## config.mk

```make
export PLATFORM = sky130hd
export DESIGN_NAME = sprite_animation_control
export DESIGN_NICKNAME = d
export VERILOG_FILES = /design/src/rtl/sprite_animation_control.sv
export SDC_FILE = /design/constraint.sdc
export NUM_CORES = 1
export LEC_CHECK = 0
export CAP_MARGIN = 20
export CORE_ASPECT_RATIO = 0.8
export CORE_MARGIN = 2
export CORE_UTILIZATION = 60
export CTS_CLUSTER_SIZE = 24
export DETAILED_ROUTE_END_ITERATION = 8
export DONT_BUFFER_PORTS = 1
export PLACE_DENSITY = 0.76
export RECOVER_POWER = 50
export SETUP_SLACK_MARGIN = 0.2
export SYNTH_ARGS = -nofsm -noshare
export SYNTH_HDL_FRONTEND = slang
export SYNTH_SLANG_ARGS = --single-unit
```

## constraint.sdc

```tcl
create_clock -name i_clk -period 5.1 [get_ports i_clk]
set_input_delay 0.51 -clock i_clk [delete_from_list [all_inputs] [get_ports i_clk]]
set_output_delay 0.51 -clock i_clk [all_outputs]
set_load 0.03 [all_outputs]
```

## src/rtl/sprite_animation_control.sv

```systemverilog
// Sprite frame sequencer: steps a frame index offset through LOOP, ONESHOT or PINGPONG
// sequences on a programmable frame timer. Frame 0 is the idle pose.
module sprite_animation_control #(
    parameter int NUM_FRAMES  = 4,
    parameter int FRAME_DELAY = 30,
    parameter int IDX_W       = 4
) (
    input  logic             i_clk,
    input  logic             i_reset,
    input  logic             i_is_active,
    input  logic             i_restart,
    input  logic [1:0]       i_mode,
    output logic [IDX_W-1:0] o_idx_offset,
    output logic             o_frame_tick,
    output logic             o_done,
    output logic             o_busy
);
    localparam int CNT_W = (FRAME_DELAY > 0) ? $clog2(FRAME_DELAY + 1) : 1;
    localparam logic [CNT_W-1:0] C_DELAY = CNT_W'(FRAME_DELAY);
    localparam logic [IDX_W-1:0] C_LAST  = IDX_W'(NUM_FRAMES - 1);
    localparam logic [IDX_W-1:0] C_ONE   = IDX_W'(1);
    // With only one animating frame there is nothing to bounce between.
    localparam bit PP_AS_LOOP = (NUM_FRAMES == 2);

    localparam logic [1:0] MODE_LOOP     = 2'd0;
    localparam logic [1:0] MODE_ONESHOT  = 2'd1;
    localparam logic [1:0] MODE_PINGPONG = 2'd2;

    typedef enum logic [1:0] {
        S_IDLE = 2'd0,
        S_RUN  = 2'd1,
        S_HOLD = 2'd2
    } state_t;

    state_t           r_state;
    logic [CNT_W-1:0] r_counter;
    logic [IDX_W-1:0] r_idx;
    logic             r_dir_down;
    logic [1:0]       r_mode_q;
    logic             r_frame_tick;
    logic             r_done;
    logic             r_busy;

    logic w_boundary;
    logic w_at_last;
    logic w_at_first;

    assign w_boundary = (r_counter == C_DELAY);
    assign w_at_last  = (r_idx == C_LAST);
    assign w_at_first = (r_idx == C_ONE);

    always_ff @(posedge i_clk) begin
        if (!i_reset) begin
            r_state      <= S_IDLE;
            r_counter    <= '0;
            r_idx        <= '0;
            r_dir_down   <= 1'b0;
            r_mode_q     <= MODE_LOOP;
            r_frame_tick <= 1'b0;
            r_done       <= 1'b0;
            r_busy       <= 1'b0;
        end else begin
            r_frame_tick <= 1'b0;
            r_done       <= 1'b0;
            case (r_state)
                S_IDLE: begin
                    r_counter <= '0;
                    if (i_is_active || i_restart) begin
                        r_state    <= S_RUN;
                        r_idx      <= C_ONE;
                        r_dir_down <= 1'b0;
                        r_busy     <= 1'b1;
                        r_mode_q   <= (i_mode == 2'd3) ? MODE_LOOP : i_mode;
                    end
                end
                S_RUN: begin
                    if (i_restart) begin
                        r_idx      <= C_ONE;
                        r_counter  <= '0;
                        r_dir_down <= 1'b0;
                    end else if (!w_boundary) begin
                        r_counter <= r_counter + CNT_W'(1);
                    end else begin
                        r_counter <= '0;
                        if (r_mode_q == MODE_ONESHOT) begin
                            if (!w_at_last) begin
                                r_idx        <= r_idx + C_ONE;
                                r_frame_tick <= 1'b1;
                            end else begin
                                r_state <= S_HOLD;
                                r_done  <= 1'b1;
                            end
                        end else if (r_mode_q == MODE_PINGPONG && !PP_AS_LOOP) begin
                            if (!r_dir_down) begin
                                r_frame_tick <= 1'b1;
                                if (w_at_last) begin
                                    r_dir_down <= 1'b1;
                                    r_idx      <= r_idx - C_ONE;
                                end else begin
                                    r_idx <= r_idx + C_ONE;
                                end
                            end else if (!w_at_first) begin
                                r_idx        <= r_idx - C_ONE;
                                r_frame_tick <= 1'b1;
                            end else if (i_is_active) begin
                                r_dir_down   <= 1'b0;
                                r_idx        <= r_idx + C_ONE;
                                r_frame_tick <= 1'b1;
                            end else begin
                                r_state    <= S_IDLE;
                                r_idx      <= '0;
                                r_dir_down <= 1'b0;
                                r_busy     <= 1'b0;
                            end
                        end else begin
                            if (!w_at_last) begin
                                r_idx        <= r_idx + C_ONE;
                                r_frame_tick <= 1'b1;
                            end else if (i_is_active) begin
                                r_idx        <= C_ONE;
                                r_frame_tick <= 1'b1;
                            end else begin
                                r_state <= S_IDLE;
                                r_idx   <= '0;
                                r_busy  <= 1'b0;
                            end
                        end
                    end
                end
                S_HOLD: begin
                    r_counter <= '0;
                    if (i_restart) begin
                        r_state    <= S_RUN;
                        r_idx      <= C_ONE;
                        r_dir_down <= 1'b0;
                    end else if (!i_is_active) begin
                        r_state <= S_IDLE;
                        r_idx   <= '0;
                        r_busy  <= 1'b0;
                    end
                end
                default: begin
                    r_state   <= S_IDLE;
                    r_idx     <= '0;
                    r_counter <= '0;
                    r_busy    <= 1'b0;
                end
            endcase
        end
    end

    assign o_idx_offset = r_idx;
    assign o_frame_tick = r_frame_tick;
    assign o_done       = r_done;
    assign o_busy       = r_busy;
endmodule

```

# After elaboration in Yosys (flattened, before gate mapping)
# Cells that the tools add are included.
word_totals:
  regBits: 17
  wordCells: 107
op_classes:
  add_sub_neg: 3
  eq_ne: 25
  mux: 56
  n_bitwise: 4
  reduce_logical: 11
ops:
  columns: ["cell", "count"]
  rows:
  - ["2-to-1 mux 4 bit", 13]
  - ["2-to-1 mux 1 bit", 27]
  - ["2-to-1 mux 2 bit", 12]
  - ["!= test 3 bit (second input constant)", 8]
  - ["!= test 2 bit (second input constant)", 6]
  - ["!= test 4 bit (second input constant)", 3]
  - ["one-hot mux 4 bit (3 select lines)", 1]
  - ["AND reduction 8 bit", 1]
  - ["OR reduction 4 bit", 2]
  - ["AND reduction 7 bit", 1]
  - ["== test 2 bit (second input constant)", 3]
  - ["one-hot mux 1 bit (3 select lines)", 2]
  - ["one-hot mux 2 bit (3 select lines)", 1]
  - ["AND reduction 6 bit", 1]
  - ["adder 5 x 1 -> 5 bit (second input constant)", 1]
  - ["== test 5 bit (second input constant)", 1]
  - ["OR reduction 5 bit", 1]
  - ["adder 4 x 1 -> 4 bit (second input constant)", 1]
  - ["== test 2 x 1 -> 1 bit (second input constant)", 2]
  - ["== test 4 x 1 -> 1 bit (second input constant)", 1]
  - ["== test 4 x 2 -> 1 bit (second input constant)", 1]
  - ["NOT 1 bit", 4]
  - ["AND reduction 4 bit", 1]
  - ["subtractor 4 x 1 -> 4 bit (second input constant)", 1]
  - ["4 further kinds", 4]

# Depth between registers and ports, before layout
# Gate-level depths: netlist of run 1.
depth:
  word_depth: 9
  depth_mapped: 8

# Worst setup path before layout of run 1
# No wires, ideal clock.
synth_path:
  path_kind: "register to register"
  start: "register r_idx[0] (netlist: o_idx_offset[0])"
  end: "register r_state[0]"
  t_arrival_ns: 1.836
  slack_ns: 3.128
  path_stages_with_launch: 7
  n_path_buf: 0
  synth_period_minus_slack_ns: 1.972
  path_cell_list: "dfxtp_1 > ha_1 > or3b_1 > mux2i_1 > a21oi_1 > o211ai_1 > o31ai_1"
synth_via:
  elab_chain_len: 3
synth_lines:
  columns: ["element", "line_no", "text"]
  rows:
  - ["start: declaration", "37", "logic [IDX_W-1:0] r_idx;"]
  - ["start signal: assignment", "87", "r_idx <= r_idx + C_ONE;"]
  - ["start signal: assignment", "98", "r_idx <= r_idx - C_ONE;"]
  - ["start signal: assignment", "100", "r_idx <= r_idx + C_ONE;"]
  - ["== test 4 x 1 -> 1 bit or == test 4 x 2 -> 1 bit (tied branches)", "50, 49", null]
  - ["!= test 4 bit (no line) or != test 3 bit (tied branches)", null, null]
  - ["AND reduction 7 bit (no line) *", null, null]
  - ["end signal: assignment", "54", "r_state <= S_IDLE;"]
  - ["end signal: assignment", "69", "r_state <= S_RUN;"]
  - ["end signal: assignment", "90", "r_state <= S_HOLD;"]
  - ["end: declaration", "35", "state_t r_state;"]
# Every way passes the cells marked *; elsewhere a longest branch is shown, timed or not.
# A chain may end at the register's enable or synchronous reset.

# Final worst setup path of run 1
# Same ends and word-level chain as after synthesis.

==> metrics, run 1 <==
Pwr Total 413 uW; area share of the largest cell type after synthesis around a quarter; flops & latches, synth 17; synth warn 0; Die Area around 2500 um2; Max Cap Viol 0; post-synth top area cell dfxtp_1; Max Slew Vio Count 0; Final period util between 40% and 50%; met2 Use GR 37.1%; R2R Setup Slk between 2 and 3 ns; via count of the first global-routing pass roughly 1000; Cell Area, Placed between 1000 and 1500 um2; Finished Layout Cells 175; r2r startpoint o_idx_offset[0]$_SDFFE_PN0P_; postcts setup bufs 0; multi-input logic area 853 um2; Reg2Reg Depth 6; final instance area between 1000 and 1500 um2; Chip Width 55.7 um; I/O pins 13; switching power about 170 uW; clock buffer depth 2; Starting Density about 66%; Syn Std Cell Area between 1000 and 1500 um2; WHS Endpoint o_idx_offset[0]$_SDFFE_PN0P_; Fillers approximately 180; worst hold stages 2; routability cong. 0.875; setup TNS 0 ns; Reg clk slew, reported paths approximately 0.11 ns; Post-CTS Resized 0; hold path start i_reset; Gate Count Post-Synth 154; final antenna-violating net count 0; CTS H-tree depth 1; via count roughly 1100; mean post-synth cell area 8.33 um2; HP Class primary input to register; Power Density 321 nW/um2; WS Path Type register to register; worst rel slew slack between 50% and 60%; DP HPWL around 2100 um; drt wl/cell around 16 um; iteration-0 DRC count of the detailed router 65; status finished, final reports clean; Final Hold Fails 0; post-synth cell types 50; Max Fclk approximately 450 MHz; register area share after synthesis 26.5%; Worst setup EP type register; worst path arrival time approximately 2.4 ns; final setup margin 2.89 ns; Vias per Instance between 6 and 7; endpoints failing setup 0; register area 340 um2; syn nets 170; busiest grt layer met2; cts bufs inserted 3; Top FF cell, synth dfxtp_1; Global Route met1 Usage 34.9%; Logic pwr share between 30 and 40%; GRT Residual Overflow 0; Seq pwr share between 40% and 50%; number of placed instances, taps included ~170; worst-margin pin slew between 0.6 and 0.7 ns; Sw Share approximately two fifths; Post-synth ARST share 0%; Worst Setup Start Kind register; FP Rows 14; Core Box Area 1940 um2; Pint 244 uW; overall routing resource usage ~25%; Clock Latency Late Sink approximately 0.3 ns; Max rail drop VDD between 300 and 400 uV; total wire length approximately 2700 um; Pleak roughly 0.00046 uW; synth-to-layout area growth 0.488%; first-pass GRT wire length between 4000 and 5000 um; CTS Hold Bufs 0; EDFF count, synth 0; TritonCTS clock tree done; RSZ-0062 raised after global routing false; pre-CTS setup slack a little under 3 ns; Clk pwr share a little under a fifth; worst reg2reg path endpoint r_state[0]$_SDFFE_PN0P_; Final #Nets between 150 and 200; Remaining DRCs 0; fraction of layout cells with a size suffix above 1 7.95%; # diodes 0; First-pass DRT Iterations 4; Worst Path Max Fanout 9; Die Height 45.4 um; leading post-synthesis cells by cell area dfxtp_1, ha_1, nor2_1, a21oi_1, nand3_1; Clock Skews 0.00995 ns; largest net degree at the start of global routing 12; initial antenna violation count 0; CTS sink cnt 17; clock root cell clkbuf_4; fin crit period around 2.2 ns; GR Util met3 between 8 and 9%; I/O Buffers 0; critical path data required time 5.28 ns
routing by layer:
metal / wire (um) / vias up
met5: 0 / -
met3: 255 / 6
met4: 38 / 0
met2: 1150 / 50
li1: - / 547
met1: 1280 / 508
through the flow:
stage | util [%] | hold slack, ns
3_5_place_dp | 64.9 | 0.457
2_1_floorplan | - | 0.430
5_1_grt | 66.3 | 0.365
4_1_cts | 66.3 | 0.346
6_report | 66.3 | 0.347
3_3_place_gp | 64.9 | 0.451
logic make-up after synthesis:
logic type / count (synthesis) / synth area share (%)
AND/OR/NAND/NOR: 63 / 30.1
AO/OA/AOI/OAI: 37 / 19.1
buffers and inverters: 17 / 6.93
flip-flops: 17 / 26.5
adder cells (fa/ha/maj): 11 / 10.5
XOR/XNOR: 6 / 4.10
multiplexers: 3 / 2.73
cell usage in the layout, fill, tap and decap left out, types with 2 or more instances in the layout:
master and instances:
a21oi_1 11, a31oi_1 2, clkbuf_4 3, dfxtp_1 17, ha_1 10, inv_1 10, mux2i_1 2, nand2_1 6
nand2b_1 3, nand3_1 8, nand3b_1 2, nor2_1 20, nor2b_1 4, nor3_1 4, nor3b_1 3, o211ai_1 3
o21ai_0 6, o2bb2ai_1 2, o31ai_1 2, xnor2_1 3, xor2_1 3
critical path, stage by stage (launching register included):
cell and delay, ns:
dfxtp_1 0.67, ha_1 0.33, or3b_1 0.40, mux2i_1 0.26, a21oi_1 0.13, o211ai_1 0.19, o31ai_1 0.09
registers in the layout (all words and copies together), names as in the netlist:
register and cells:
o_busy 1, o_idx_offset 4, r_dir_down 1, o_frame_tick 1
o_done 1, r_state 2, r_mode_q 2, r_counter 5
Yosys cell counts, types with 4 or more instances:
cell	number
inv_1	10
dfxtp_1	17
nor2b_1	4
ha_1	10
nor2_1	20
nor3_1	4
a21oi_1	11
o21ai_0	6
nand3_1	8
nand2_1	6
area by class of cell:
class	instances	share of cell area (%)
clock inverter	1	0.388
inverter	10	2.91
clock buffer	3	1.75
tap	24	2.33
sequential	17	26.4
multi-input combinational	120	66.2
how the worst max path moves through the flow:
stage	startpoint	to	slack (ns)
after detailed placement	o_idx_offset[0]$_SDFFE_PN0P_	r_state[0]$_SDFFE_PN0P_	2.91
after global placement	o_idx_offset[0]$_SDFFE_PN0P_	o_busy$_SDFFE_PN0P_	2.98
after floorplan	o_idx_offset[0]$_SDFFE_PN0P_	r_state[0]$_SDFFE_PN0P_	3.13
final	o_idx_offset[0]$_SDFFE_PN0P_	r_state[0]$_SDFFE_PN0P_	2.89
after CTS	o_idx_offset[0]$_SDFFE_PN0P_	r_state[0]$_SDFFE_PN0P_	2.89
after global routing	o_idx_offset[0]$_SDFFE_PN0P_	o_busy$_SDFFE_PN0P_	2.70
power groups by stage:
stage,Clock (uW),Sequential (uW),Combinational (uW)
floorplan,0,181,132
global placement,0,187,146
detailed placement,0,187,151
CTS,75.1,184,152
global route,80.7,188,173
finish,74.8,185,154
No activity file was read; power rests on OpenSTA's default activity.
==> run 2: changes to the inputs <==
--- a/config.mk
+++ b/config.mk
@@ -8,11 +8,11 @@
 export CAP_MARGIN = 20
 export CORE_ASPECT_RATIO = 0.8
 export CORE_MARGIN = 2
-export CORE_UTILIZATION = 60
+export CORE_UTILIZATION = 56
 export CTS_CLUSTER_SIZE = 24
 export DETAILED_ROUTE_END_ITERATION = 8
 export DONT_BUFFER_PORTS = 1
-export PLACE_DENSITY = 0.76
+export PLACE_DENSITY = 0.74
 export RECOVER_POWER = 50
 export SETUP_SLACK_MARGIN = 0.2
 export SYNTH_ARGS = -nofsm -noshare
==> constraint.sdc (replaced) <==
create_clock -name i_clk -period 1.8 [get_ports i_clk]
set_input_delay 0.18 -clock i_clk [delete_from_list [all_inputs] [get_ports i_clk]]
set_output_delay 0.18 -clock i_clk [all_outputs]
set_load 0.03 [all_outputs]
==> run 2 against run 1 <==
Maximum frequency increased by 26%. Combinational power increased to 5.0 times the previous value. Sequential share of layout area decreased by 4.4 points. Clock power increased to 3.0 times the previous value. Power increased to 3.6 times the previous value. Wire length increased by 37%. Critical path type unchanged. Largest cell class unchanged.
==> metrics, run 2 (same netlist as run 1, synthesis figures left out) <==
initial antenna violation count 0; WS Path Type register to register; Max Slew Vio Count 0; largest net degree at the start of global routing 11; Pleak between 0.0005 and 0.0006 uW; Final period util 97.5%; first-pass GRT wire length 5070 um; Final #Nets approximately 190; CP startpoint o_idx_offset[0]$_SDFFE_PN0P_; R2R Setup Slk 0.04 ns; I/O pins 13; Worst Setup Start Kind register; final instance area around 1600 um2; Top delay family on crit path compound AO/OA/AOI/OAI gates; number of placed instances, taps included ~180; Die Height around 47 um; worst reg2reg path endpoint o_idx_offset[3]$_SDFFE_PN0P_; Reg clk slew, reported paths ~0.12 ns; Pwr Total around 1500 uW; TritonCTS clock tree done; Max Fclk ~570 MHz; DP HPWL 2230 um; fraction of layout cells with a size suffix above 1 37.6%; largest register by flop count r_counter; via count approximately 1300; CTS sink cnt 17; Vias per Instance ~6.4; Finished Layout Cells roughly 200; # diodes 0; clock root cell clkbuf_4; Final Hold Fails 0; commonest non-fill, non-tap cells in the layout nor2_1, buf_4, dfxtp_1; fin crit period about 1.8 ns; WP depth 6; FP Rows 15; worst-margin pin slew just over 0.5 ns; critical path data required time 2.00 ns; CTS Hold Bufs 0; Crit-path slowest cell dfxtp_4; synth-to-layout area growth 26.8%; overall routing resource usage 25.6%; via count of the first global-routing pass 1046; r2r startpoint o_idx_offset[0]$_SDFFE_PN0P_; CTS H-tree depth 1; routability cong. ~0.90; Cell Area, Placed roughly 1400 um2; HP Class primary input to register; cts bufs inserted 3; CP Cell Sequence ha_4 -> nor3b_4 -> buf_4 -> o311ai_2 -> o211a_1 -> a221o_1; most common cell after layout, fill and taps aside nor2_1; Core Box Area 2160 um2; RSZ-0062 raised after global routing true; Remaining DRCs 0; Worst Path Max Fanout 5; clock buffer depth 2; Worst setup EP type register; Clock Skews roughly 0.012 ns; endpoints failing setup 0; Starting Density 59.4%; GRT Residual Overflow 0; Final Hold Slack roughly 0.034 ns; Reg2Reg Depth 6; iteration-0 DRC count of the detailed router 50; total wire length ~3700 um; Die Area between 2000 and 3000 um2; Power Density around 920 nW/um2; Max Cap Viol 0; CP bufs+invs 1; worst rel slew slack between 60 and 70%; drt wl/cell 19.1 um; I/O Buffers 0; status finished, final reports clean; Max rail drop VDD between 600 and 700 uV; Chip Width between 50 and 60 um; max reg flops 5; final antenna-violating net count 0; CP max stage delay about 0.40 ns; Clock Latency Late Sink around 0.31 ns; Setup crit end o_idx_offset[3]$_SDFFE_PN0P_; worst path arrival time approximately 2.0 ns; First-pass DRT Iterations 4
==> run 2: per-stage QoR <==
stage | TNS [ns] | setup WS (ns) | utilization (%)
4_1_cts | 0 | 0.0686 | 70.7
6_report | 0 | 0.0443 | 75.4
3_3_place_gp | 0 | 0.0529 | 64.8
5_1_grt | -0.0372 | -0.0372 | 75.4
2_1_floorplan | 0 | 0.164 | -
3_5_place_dp | 0 | 0.0282 | 64.8
==> run 2: power by group <==
part	switching, uW	internal (uW)	leakage (uW)
sequential	68.5	429	0.000142
combinational	412	355	0.000416
clock	141	83.0	0.0000177
total	621	867	0.000576
==> run 2: worst min path at each step <==
stage                    from                      endpoint  slack, ns  depth (start not counted)
global placement      i_reset       r_state[0]$_SDFFE_PN0P_       0.34                          2
detailed placement    i_reset       r_state[0]$_SDFFE_PN0P_       0.35                          2
global route          i_reset  o_idx_offset[0]$_SDFFE_PN0P_       0.05                          2
floorplan           i_mode[0]      r_mode_q[1]$_SDFFE_PN0P_       0.40                          3
CTS                   i_reset           o_busy$_SDFFE_PN0P_       0.04                          2
finish                i_reset           o_busy$_SDFFE_PN0P_       0.03                          2
==> run 2: layout make-up <==
class / instances / area [um2]
clock buffers: 3 / 22.5
fillers: 162 / 532
repair buffers: 19 / 151
well taps: 25 / 31.3
inverters: 10 / 40.0
flip-flops and latches: 17 / 358
clock inverters: 1 / 5.00
multi-input cells: 120 / 1020
==> run 2: worst reg2reg max path, cell delays in order (launching register included) <==
cell and delay (ns):
dfxtp_4 0.40, ha_4 0.15, nor3b_4 0.28, buf_4 0.19, o311ai_2 0.12, o211a_1 0.20, a221o_1 0.31
==> run 2: metal layers <==
metal	share of wire, %	GRT usage [%]
met5	0	0
met4	1.6	5.58
met3	9.2	7.71
met2	48	40.5
met1	41	35.2
==> run 2: timing repair <==
| item | in CTS | in global routing |
|---|---|---|
| pin swaps | 8 | 13 |
| setup endpoints to repair | 9 | 9 |
| resized for setup | 12 | 17 |
| setup buffers | 6 | 4 |
| cloned | 0 | 0 |
==> run 3: changes to the inputs <==
--- a/config.mk
+++ b/config.mk
@@ -5,15 +5,15 @@
 export SDC_FILE = /design/constraint.sdc
 export NUM_CORES = 1
 export LEC_CHECK = 0
+export BUFFER_PORTS_ARGS = -buffer_cell sky130_fd_sc_hd__buf_2
 export CAP_MARGIN = 20
 export CORE_ASPECT_RATIO = 0.8
 export CORE_MARGIN = 2
-export CORE_UTILIZATION = 56
+export CORE_UTILIZATION = 52
 export CTS_CLUSTER_SIZE = 24
 export DETAILED_ROUTE_END_ITERATION = 8
-export DONT_BUFFER_PORTS = 1
 export PLACE_DENSITY = 0.74
-export RECOVER_POWER = 50
+export RECOVER_POWER = 100
 export SETUP_SLACK_MARGIN = 0.2
 export SYNTH_ARGS = -nofsm -noshare
 export SYNTH_HDL_FRONTEND = slang
==> run 3 against run 2 <==
Wire length is 7.2% higher. Count of clock-buffer cells in the layout did not move. Die area rose by 7.1%. Core utilization is 3.1 points lower. Worst setup slack better by 0.0031 ns. Combinational power rose by 14%. Flip-flop and latch count is the same. Critical path depth grew 1. Clock power decreased by 2%. Non-clock buffer count up 22. Register-to-register slack about the same. Critical endpoint is now o_idx_offset[0]$_SDFFE_PN0P_.
==> metrics, run 3 (same netlist as run 1, synthesis figures left out) <==
Chip Width 59.5 um; routability cong. between 0.9 and 1; initial antenna violation count 0; CTS H-tree depth 1; Max Cap Viol 0; Pwr Total 1590 uW; Clock Latency Late Sink 0.30 ns; commonest non-fill, non-tap cells in the layout buf_4, nor2_1, dfxtp_1; CTS Hold Bufs 0; worst-margin pin slew 0.446 ns; Power Density about 910 nW/um2; iteration-0 DRC count of the detailed router 108; clock buffer depth 2; Final Hold Fails 0; endpoints failing setup 0; status finished, final reports clean; Final period util between 90% and 100%; clock root cell clkbuf_4; WS Path Type register to register; via count 1353; most common cell after layout, fill and taps aside buf_4; drt wl/cell 18.2 um; critical path data required time 1.99 ns; fin crit period about 1.8 ns; Clock Skews approximately 0.0015 ns; cts bufs inserted 3; synth-to-layout area growth 35.4%; fraction of layout cells with a size suffix above 1 about two fifths; Final #Nets 209; Seq pwr share a little under a third; Starting Density between 50% and 60%; Vias per Instance between 6 and 7; HP Class primary input to register; Pleak roughly 0.00066 uW; GRT Residual Overflow 0; Core Box Area around 2400 um2; Max rail drop VDD just over 600 uV; Pint between 900 and 1000 uW; Max Slew Vio Count 0; I/O pins 13; Worst Path Max Fanout 4; Remaining DRCs 0; overall routing resource usage between 20% and 30%; total wire length between 3000 and 4000 um; final antenna-violating net count 0; r2r startpoint o_idx_offset[1]$_SDFFE_PN0P_; setup TNS 0 ns; Clk pwr share between 10% and 20%; Die Height approximately 48 um; Worst setup EP type register; first-pass GRT wire length between 5000 and 6000 um; Worst Setup Start Kind register; worst rel slew slack approximately 70%; FP Rows 16; DP HPWL between 2000 and 2500 um; CTS sink cnt 17; RSZ-0062 raised after global routing true; Reg clk slew, reported paths about 0.11 ns; hold path start i_mode[0]; via count of the first global-routing pass about 1300; Die Area between 2000 and 3000 um2; Logic pwr share a little under three fifths; switching power between 600 and 700 uW; First-pass DRT Iterations 5; TritonCTS clock tree done; Sw Share a little over 40%; Max Fclk between 500 and 600 MHz; I/O Buffers 12; largest register by flop count r_counter; max reg flops 5; # diodes 0; CP startpoint o_idx_offset[1]$_SDFFE_PN0P_; worst path arrival time 1.95 ns; largest net degree at the start of global routing 11
==> run 3: what timing repair did <==
item / CTS / global route
endpoints found under the setup margin: 9 / 9
pin swaps: 13 / 6
endpoints found under the hold margin: 0 / 0
setup buffers: 14 / 9
resized for setup: 11 / 14
==> run 3: cell type report <==
class,count,area [um2]
Sequential cell,17,360
Inverter,10,42.5
Multi-Input combinational cell,120,990
Fill cell,163,666
Clock buffer,3,22.5
Timing Repair Buffer,41,283
Tap cell,27,33.8
Clock inverter,1,5.00
==> run 3: worst max-delay path: stages, from the launching register on <==
cell and delay, ns:
dfxtp_4 0.39, ha_4 0.14, nor3b_4 0.28, buf_4 0.16, o221ai_1 0.11, a21oi_1 0.22
o2bb2ai_1 0.09, o21ai_0 0.25
==> run 3: power groups by stage <==
stage / sequential, uW / clock (uW) / combinational, uW
5_1_grt: 499 / 244 / 941
3_3_place_gp: 489 / 0 / 569
2_1_floorplan: 526 / 0 / 405
6_report: 493 / 219 / 876
4_1_cts: 480 / 220 / 696
3_5_place_dp: 493 / 0 / 581
==> run 3: metrics by stage <==
step / setup slack [ns] / hold slack, ns / area [um2] / utilization (%) / std cells
after floorplan: 0.164 / 0.396 / 1350 / - / 154
after global placement: 0.0517 / 0.448 / 1440 / 59.9 / 192
after detailed placement: 0.0253 / 0.460 / 1440 / 59.9 / 192
after CTS: 0.101 / 0.188 / 1610 / 67.1 / 210
after global routing: -0.0356 / 0.253 / 1740 / 72.3 / 219
final: 0.0474 / 0.186 / 1740 / 72.3 / 219
==> run 3: final timing paths <==
kind                                        to  depth (start not counted)  slack [ns]
hold reg to reg        r_counter[0]$_SDFF_PP0_                          1        0.45
hold / removal        r_mode_q[1]$_SDFFE_PN0P_                          4        0.19
setup reg to reg  o_idx_offset[0]$_SDFFE_PN0P_                          7        0.05
setup / recovery  o_idx_offset[0]$_SDFFE_PN0P_                          7        0.05
==> run 3: per-layer routing <==
layer | global-route usage [%] | vias up | share of wire (%)
met1 | 34.2 | 635 | 42
met3 | 7.75 | 17 | 7.8
met2 | 39.9 | 72 | 47
met4 | 9.26 | 0 | 2.6
met5 | 0 | - | 0
li1 | - | 629 | -
